--- config.mk ---
export PLATFORM = sky130hd
export DESIGN_NAME = fifo_wr_arbiter
export DESIGN_NICKNAME = d
export VERILOG_FILES = /design/src/rtl/fifo_wr_arbiter.sv
export SDC_FILE = /design/constraint.sdc
export NUM_CORES = 1
export LEC_CHECK = 0
export CAP_MARGIN = 30
export CELL_PAD_IN_SITES_DETAIL_PLACEMENT = 0
export CELL_PAD_IN_SITES_GLOBAL_PLACEMENT = 1
export CORE_UTILIZATION = 17
export CTS_BUF_LIST = sky130_fd_sc_hd__clkbuf_8
export CTS_CLUSTER_DIAMETER = 60
export DETAILED_ROUTE_END_ITERATION = 7
export GPL_TIMING_DRIVEN = 0
export PLACE_DENSITY = 0.92
export SLEW_MARGIN = 20
export SYNTH_ARGS = -nofsm -noshare
export SYNTH_HDL_FRONTEND = slang
export SYNTH_SLANG_ARGS = --single-unit
--- constraint.sdc ---
create_clock -name clk -period 2.37 [get_ports clk]
set_clock_uncertainty 0.15 [all_clocks]
set_input_delay 0.3555 -clock clk [delete_from_list [all_inputs] [get_ports clk]]
set_output_delay 0.3555 -clock clk [all_outputs]
set_load 0.05 [all_outputs]
--- src/rtl/fifo_wr_arbiter.sv ---
// Round-robin burst arbiter sharing one Fifo write port among NREQ producers.
// Optional stall counter enabled by defining FIFO_ARB_STALL_CNT_EN.
module fifo_wr_arbiter #(
  parameter int unsigned NREQ  = 4,
  parameter int unsigned WIDTH = 32,
  parameter int unsigned DEPTH = 16,
  parameter int unsigned BURST = 4
) (
  input  logic                      clk,
  input  logic                      rst_b,
  input  logic [NREQ-1:0]           req_i,
  input  logic [NREQ*WIDTH-1:0]     req_dat_i,
  output logic [NREQ-1:0]           ack_o,
  output logic [NREQ-1:0]           gnt_o,
  input  logic [$clog2(DEPTH):0]    fifo_available_i,
  output logic                      fifo_wr_en_o,
  output logic [WIDTH-1:0]          fifo_wr_dat_o,
`ifdef FIFO_ARB_STALL_CNT_EN
  input  logic                      stall_clr_i,
  output logic [15:0]               stall_cnt_o,
`endif
  output logic                      busy_o
);

  localparam int unsigned IdxW = (NREQ > 1) ? $clog2(NREQ) : 1;
  localparam int unsigned CntW = $clog2(BURST) + 1;
  localparam int unsigned AvW  = $clog2(DEPTH) + 1;
  localparam logic [AvW-1:0]  Full    = AvW'(DEPTH);
  localparam logic [CntW-1:0] LastCnt = CntW'(BURST - 1);
  localparam logic [IdxW-1:0] LastIdx = IdxW'(NREQ - 1);

  localparam logic [0:0] StIdle  = 1'b0;
  localparam logic [0:0] StBurst = 1'b1;

  logic [0:0]      state_q, state_d;
  logic [NREQ-1:0] gnt_q, gnt_d;
  logic [IdxW-1:0] prio_q, prio_d;
  logic [CntW-1:0] cnt_q, cnt_d;
  logic [IdxW-1:0] g_idx, pick_idx;
  logic            pick_vld, space, req_g, wr_en, burst_end;

  always_comb begin
    g_idx = '0;
    for (int i = 0; i < NREQ; i++) begin
      if (gnt_q[i]) g_idx = IdxW'(i);
    end
  end

  // Descending offset scan: the last hit is the first requester at or above prio.
  always_comb begin
    pick_vld = 1'b0;
    pick_idx = '0;
    for (int k = NREQ - 1; k >= 0; k--) begin
      for (int i = 0; i < NREQ; i++) begin
        if (req_i[i] && (i == (int'(prio_q) + k) % int'(NREQ))) begin
          pick_vld = 1'b1;
          pick_idx = IdxW'(i);
        end
      end
    end
  end

  assign space         = (fifo_available_i != Full);
  assign req_g         = |(req_i & gnt_q);
  assign wr_en         = (state_q == StBurst) && req_g && space;
  assign burst_end     = (wr_en && (cnt_q == LastCnt)) || !req_g || !space;
  assign fifo_wr_en_o  = wr_en;
  assign ack_o         = gnt_q & {NREQ{wr_en}};
  assign fifo_wr_dat_o = req_dat_i[g_idx*WIDTH +: WIDTH];
  assign gnt_o         = gnt_q;
  assign busy_o        = (state_q == StBurst);

  always_comb begin
    state_d = state_q;
    gnt_d   = gnt_q;
    prio_d  = prio_q;
    cnt_d   = cnt_q;
    case (state_q)
      StIdle: begin
        if (pick_vld && space) begin
          gnt_d   = NREQ'(1) << pick_idx;
          cnt_d   = '0;
          state_d = StBurst;
        end
      end
      StBurst: begin
        if (wr_en) cnt_d = cnt_q + CntW'(1);
        // Rotate even after an empty burst so a stalled holder cannot starve others.
        if (burst_end) begin
          state_d = StIdle;
          gnt_d   = '0;
          prio_d  = (g_idx == LastIdx) ? '0 : g_idx + IdxW'(1);
        end
      end
      default: state_d = StIdle;
    endcase
  end

  always_ff @(posedge clk or negedge rst_b) begin
    if (!rst_b) begin
      state_q <= StIdle;
      gnt_q   <= '0;
      prio_q  <= '0;
      cnt_q   <= '0;
    end else begin
      state_q <= state_d;
      gnt_q   <= gnt_d;
      prio_q  <= prio_d;
      cnt_q   <= cnt_d;
    end
  end

`ifdef FIFO_ARB_STALL_CNT_EN
  logic [15:0] stall_q, stall_d;
  logic        stall_inc;

  assign stall_inc = !space && (((state_q == StIdle) && |req_i) ||
                                ((state_q == StBurst) && req_g));

  always_comb begin
    stall_d = stall_q;
    if (stall_clr_i)                           stall_d = '0;
    else if (stall_inc && (stall_q != 16'hFFFF)) stall_d = stall_q + 16'd1;
  end

  always_ff @(posedge clk or negedge rst_b) begin
    if (!rst_b) stall_q <= '0;
    else        stall_q <= stall_d;
  end

  assign stall_cnt_o = stall_q;
`endif

endmodule

-- After elaboration in Yosys (flattened, before gate mapping)
Index checks and enable logic that the tools add are counted.
- muxes and demuxes: 44
- $add $sub $neg: 5
- bitwise operators: 6
- equality and inequality tests: 18
- shifts and indexed selects: 2
- reductions and logical operators: 35
- operators by type and width (operator ; number):
    $logic_not A32 Y1 ; 4
    $shiftx A128 B8 Y32 ; 1
    $mux W2 ; 17
    $logic_and A1 B1 Y1 ; 20
    $mux W1 ; 20
    $eq A3 B3 Y1 const A ; 6
    $eq A2 B3 Y1 const A ; 3
    $and A4 B4 Y4 ; 2
    $mux W4 ; 2
    $pmux W4 S2 ; 1
    $mux W3 ; 2
    $pmux W3 S2 ; 1
    $reduce_and A2 Y1 ; 3
    $reduce_or A2 Y1 ; 3
    $ne A5 B5 Y1 const B ; 1
    $add A2 B1 Y2 const B ; 2
    $add A2 B2 Y2 const B ; 2
    $eq A2 B2 Y1 const A ; 2
    $ne A2 B1 Y1 const B ; 2
    $reduce_or A4 Y1 ; 1
    $shl A1 B2 Y4 const A ; 1
    $add A3 B1 Y3 const B ; 1
    $and A1 B1 Y1 const A ; 3
    $eq A3 B2 Y1 const B ; 1
    other kinds (7) ; 9
- word-level logic and storage cells: 114
- register bits after elaboration: 10
- output and inout port bits: 42

-- Logic depth before layout (Yosys ltp)
- depth after elaboration: 24
- mapped depth: 6
- mapped depth without buffers: 4

-- Worst setup path after synthesis
No wires, ideal clock.
- kind: register -> output
- start point: register gnt_q[2] (netlist: gnt_o[2])
- end point: output port ack_o[2]
- path buffers: 2
- setup slack: -0.813 ns
- cell stages (with the launch flop): 5
- required time: 1.864 ns
- arrival: 2.678 ns
- cells stage by stage: dfrtp_1 > clkbuf_1 > buf_2 > inv_1 > nor4_1
- cells in the longest elaborated chain, start to end: 5
- ends and longest elaborated chain (element ; RTL line ; text):
    start: declaration ; 36 ; logic [NREQ-1:0] gnt_q, gnt_d;
    start signal: assignment ; 107 ; gnt_q <= gnt_d;
    $and A4 B4 Y4 ; 64 ; assign req_g = |(req_i & gnt_q);
    $reduce_or A4 Y1 ; 64 ;
    $logic_and A1 B1 Y1 (2 in a row) ; 65 ; assign wr_en = (state_q == StBurst) && req_g && space;
    $and A4 B4 Y4 * ; 68 ; assign ack_o = gnt_q & {NREQ{wr_en}};
    end: declaration ; 13 ; output logic [NREQ-1:0] ack_o,
Mark *: on every way between the ends. The rest lies on a longest branch, timed or not.

-- Worst setup path after layout
- start point: register gnt_q[1] (netlist: gnt_o[1])
- end point: output port ack_o[3]
- cells in the longest elaborated chain, start to end: 5
- ends and longest elaborated chain (element ; RTL line):
    $and A4 B4 Y4 ; 64
    $reduce_or A4 Y1 ; 64
    $logic_and A1 B1 Y1 (2 in a row) ; 65
    $and A4 B4 Y4 ; 68
Every way passes these cells.

==> results.md <==
- In this run the count of I/O pins placed on the die edge is 181.
- In this run the worst setup path begins at gnt_o[1]$_DFFE_PN0P_.
- The worst-margin pin slew is 0.701 ns.
- The routed length per instance is 15.5 µm.
- The tree is rooted in a sky130_fd_sc_hd__clkbuf_8.
- The kind of critical path is flip-flop to output port.
- For this run, the share of the core covered by cells in the final layout is 0.424.
- The core region area is 9200 µm².
- The part of the Yosys area used for sequential elements is 0.156.
- The final-stage net count is 571.
- The post-CTS clock slew at the launch and capture registers of the worst setup and hold paths is 0.05 ns.
- The max-slew violation count came to 0.
- Dividing the synthesized area by the synthesized cell count gives 6.62 µm².
- The number of antenna diodes in the final layout is 0.
- Setup total negative slack on the finished layout was measured at 0 ns.
- The detail route stage leaves a number of antenna-violating nets equal to 0.
- After synthesis, the netlist uses 28 different library cells.
- Before antenna repair, the detailed router went through 6 iterations.
- The effective utilization at floorplan is 0.175.
- The placed wire-length estimate is 6.79 mm.
- The number of sinks handled by clock tree synthesis is 10.
- Setup violations remaining at the end of the flow were counted as 0.
- The number of antenna violations at the first check in global routing is 0.
- In this run the tool buffered the top-level ports with 180 buffer cells.
- The startpoint of the most critical register-to-register path is gnt_o[1]$_DFFE_PN0P_.
- The largest fanout on the critical path is 10.
- In the routed layout, each cell is associated on average with a via count of 4.68.
- For this design, the slowest cell found on the critical path is sky130_fd_sc_hd__dfrtp_2.
- After detailed routing, the number of remaining DRC violations is 0.
- The leakage power total is 0.00150 µW.
- The fraction of registers with async set/reset is 1.00.
- The endpoint identified for the worst register-to-register timing path is prio_q[1]$_DFFE_PN0P_.
- Max-cap violations in this run came to 0.
- The setup slack of the most critical reg-to-reg path is 0.34 ns.
- Leaving out fill and tap cells, the most frequent cell in the layout is sky130_fd_sc_hd__clkdlybuf4s50_1.
- The wire length of the first global-routing pass is 12.9 mm.
- After detailed routing, the total wire length is 8.37 mm.
- Entering global routing, the biggest net connects 11 pins.
- The via count of the first global-routing pass is 2,604.
- The final worst setup slack is 0.0774 ns.
- The arrival time at the worst endpoint is 1.79 ns.
- The critical path capture point type is an output port.
- For this run, the slowest stage of the critical path takes 0.42 ns.
- The most used flip-flop cell after synthesis is sky130_fd_sc_hd__dfrtp_1.
- The CTS tree is built.
- The clock period minus final worst setup slack is 2.29 ns.
- Routability-driven placement finished with a final weighted congestion of 0.803.
- The number of synthesized register bits is 10.
- The tightest hold path in the finished design has a slack of 0.293 ns.
- The number of enable flip-flop cells after synthesis is 0.
- Clock latency on the worst-skew pair, taken at its later pin, is 0.23 ns.
- For the worst setup path, the data required time is 1.86 ns.
- The area growth from synthesis to layout is 142%.
- The floorplan step defined a die boundary enclosing 9850 µm².
- CTS built an H-tree with a depth of 1.
- The total power density per cell area is 1280 nW/µm².
- The total congestion overflow after global routing is 0.
- STA classifies the critical path startpoint as a flip-flop.
- Walking the worst path, the cells encountered are buf_6 -> a22o_1 -> a221oi_4 -> nor3_4 -> and2_4 -> buf_4.
- IR analysis of the VDD net gives a maximum drop of 0.000522 V.
- The final hold violation count is 0.
- The worst hold path belongs to the class input pin to async pin.
- After synthesis, the cell types taking the most area are sky130_fd_sc_hd__mux2i_1, sky130_fd_sc_hd__dfrtp_1, sky130_fd_sc_hd__o21ai_0.
- The vias after detailed routing is 2,526.
- The post-place setup slack is -0.870 ns.
- The maximum clock path buffer count is 2.
- The total clock buffers created by CTS is 3.
- The final cycle utilization of the critical path is 0.967.
- The synthesis warning total is 0.
- The flow ran to the end, and the final reports show no timing, DRC or antenna violations.
- In the layout the commonest cells are sky130_fd_sc_hd__clkdlybuf4s50_1, sky130_fd_sc_hd__mux2i_1, sky130_fd_sc_hd__nor2_1, sky130_fd_sc_hd__nand2_1, sky130_fd_sc_hd__buf_2.
- The worst relative slew slack is 0.527.
- Timing would allow up to 0.436 GHz.
- The row count is 35.
- The die extent in x is 99.3 µm.
- The share of Yosys cell area claimed by the top area cell type is 0.224.
- The height of the die is 99.3 µm.
- The largest area contributor in the synthesized netlist is sky130_fd_sc_hd__mux2i_1.
- Setup repair after global routing left no endpoint under its margin.
- The number of nets handed over by synthesis was 384.
- In this run the worst setup path terminates at ack_o[3].
- For the worst flop-to-flop path, the logic depth is 6.
- The layout cell share with drive strength beyond 1 is 0.284.
- The number of instances in the synthesized netlist is 243.
- The global router's overall resource usage is 0.163.
- The initial DRC count is 41.
- After synthesis the cells add up to 1610 µm².
worst min path at each step:
stage,slack [ns],start,endpoint
final,0.29,rst_b,busy_o$_DFF_PN0_
after global routing,0.33,rst_b,busy_o$_DFF_PN0_
after global placement,0.31,cnt_q[0]$_DFFE_PN0P_,cnt_q[0]$_DFFE_PN0P_
after detailed placement,0.34,cnt_q[0]$_DFFE_PN0P_,cnt_q[0]$_DFFE_PN0P_
after CTS,0.31,rst_b,cnt_q[1]$_DFFE_PN0P_
after floorplan,-0.09,rst_b,busy_o$_DFF_PN0_
Yosys cell counts, types with 3 or more instances:
| library cell | n |
|---|---|
| sky130_fd_sc_hd__clkbuf_1 | 14 |
| sky130_fd_sc_hd__inv_1 | 5 |
| sky130_fd_sc_hd__o21ai_0 | 39 |
| sky130_fd_sc_hd__dfrtp_1 | 10 |
| sky130_fd_sc_hd__buf_2 | 6 |
| sky130_fd_sc_hd__o32ai_1 | 4 |
| sky130_fd_sc_hd__nor2_1 | 35 |
| sky130_fd_sc_hd__nand2_1 | 33 |
| sky130_fd_sc_hd__mux2i_1 | 36 |
| sky130_fd_sc_hd__a21oi_1 | 37 |
| sky130_fd_sc_hd__and2_1 | 3 |
final cells by class:
class | count | area [µm²]
plain buffers | 20 | 140
fillers | 945 | 5300
clock buffers | 4 | 55.1
well taps | 111 | 139
multi-input cells | 207 | 1610
repair buffers | 183 | 1680
inverters | 5 | 18.8
flip-flops and latches | 10 | 255
where the power goes:
part	total, µW	switching (µW)	internal, µW
sequential	312	76.2	236
clock	214	67.6	146
combinational	4460	2990	1460
metrics by stage:
step	cells	instance area [µm²]	power, µW
global placement	534	3840	4910
floorplan	243	1900	3520
detailed placement	534	3840	4960
global route	540	3900	5290
CTS	540	3850	4990
finish	540	3900	4980
kinds of logic (layout without fill, tap and decap cells):
| group | count (synthesis) | in the layout | synth area share |
|---|---|---|---|
| AO/OA/AOI/OAI | 87 | 87 | 0.315 |
| adder cells (fa/ha/maj) | 2 | 2 | 0.0156 |
| buffers and inverters | 26 | 212 | 0.0677 |
| flip-flops | 10 | 10 | 0.156 |
| multiplexers | 38 | 38 | 0.238 |
| AND/OR/NAND/NOR | 80 | 80 | 0.208 |
flip-flops by register name (all words and copies together) (netlist names):
name    count
busy_o      1
cnt_q       3
gnt_o       4
prio_q      2
worst max-delay path: cells and delay by family (launching register included):
kind | cells | cell delay (ns)
AOI/OAI and AO/OA | 2 | 0.52
DFF | 1 | 0.42
buffers and inverters | 2 | 0.35
and+or+nand+nor | 2 | 0.26
metal layers:
layer | routed length (µm) | track usage | up-vias
met1 | 3370 | 0.181 | 1159
met4 | 110 | 0.0328 | 0
met3 | 630 | 0.0337 | 12
li1 | - | - | 1232
met5 | 0 | 0 | -
met2 | 4260 | 0.316 | 123
repair_timing:
item | CTS | global route
hold buffers | 0 | 0
resized for setup | 193 | 32
pin swaps | 1 | 1
endpoints found under the setup margin | 37 | 33
setup buffers | 3 | 0
(Power assumes the default switching activity.)
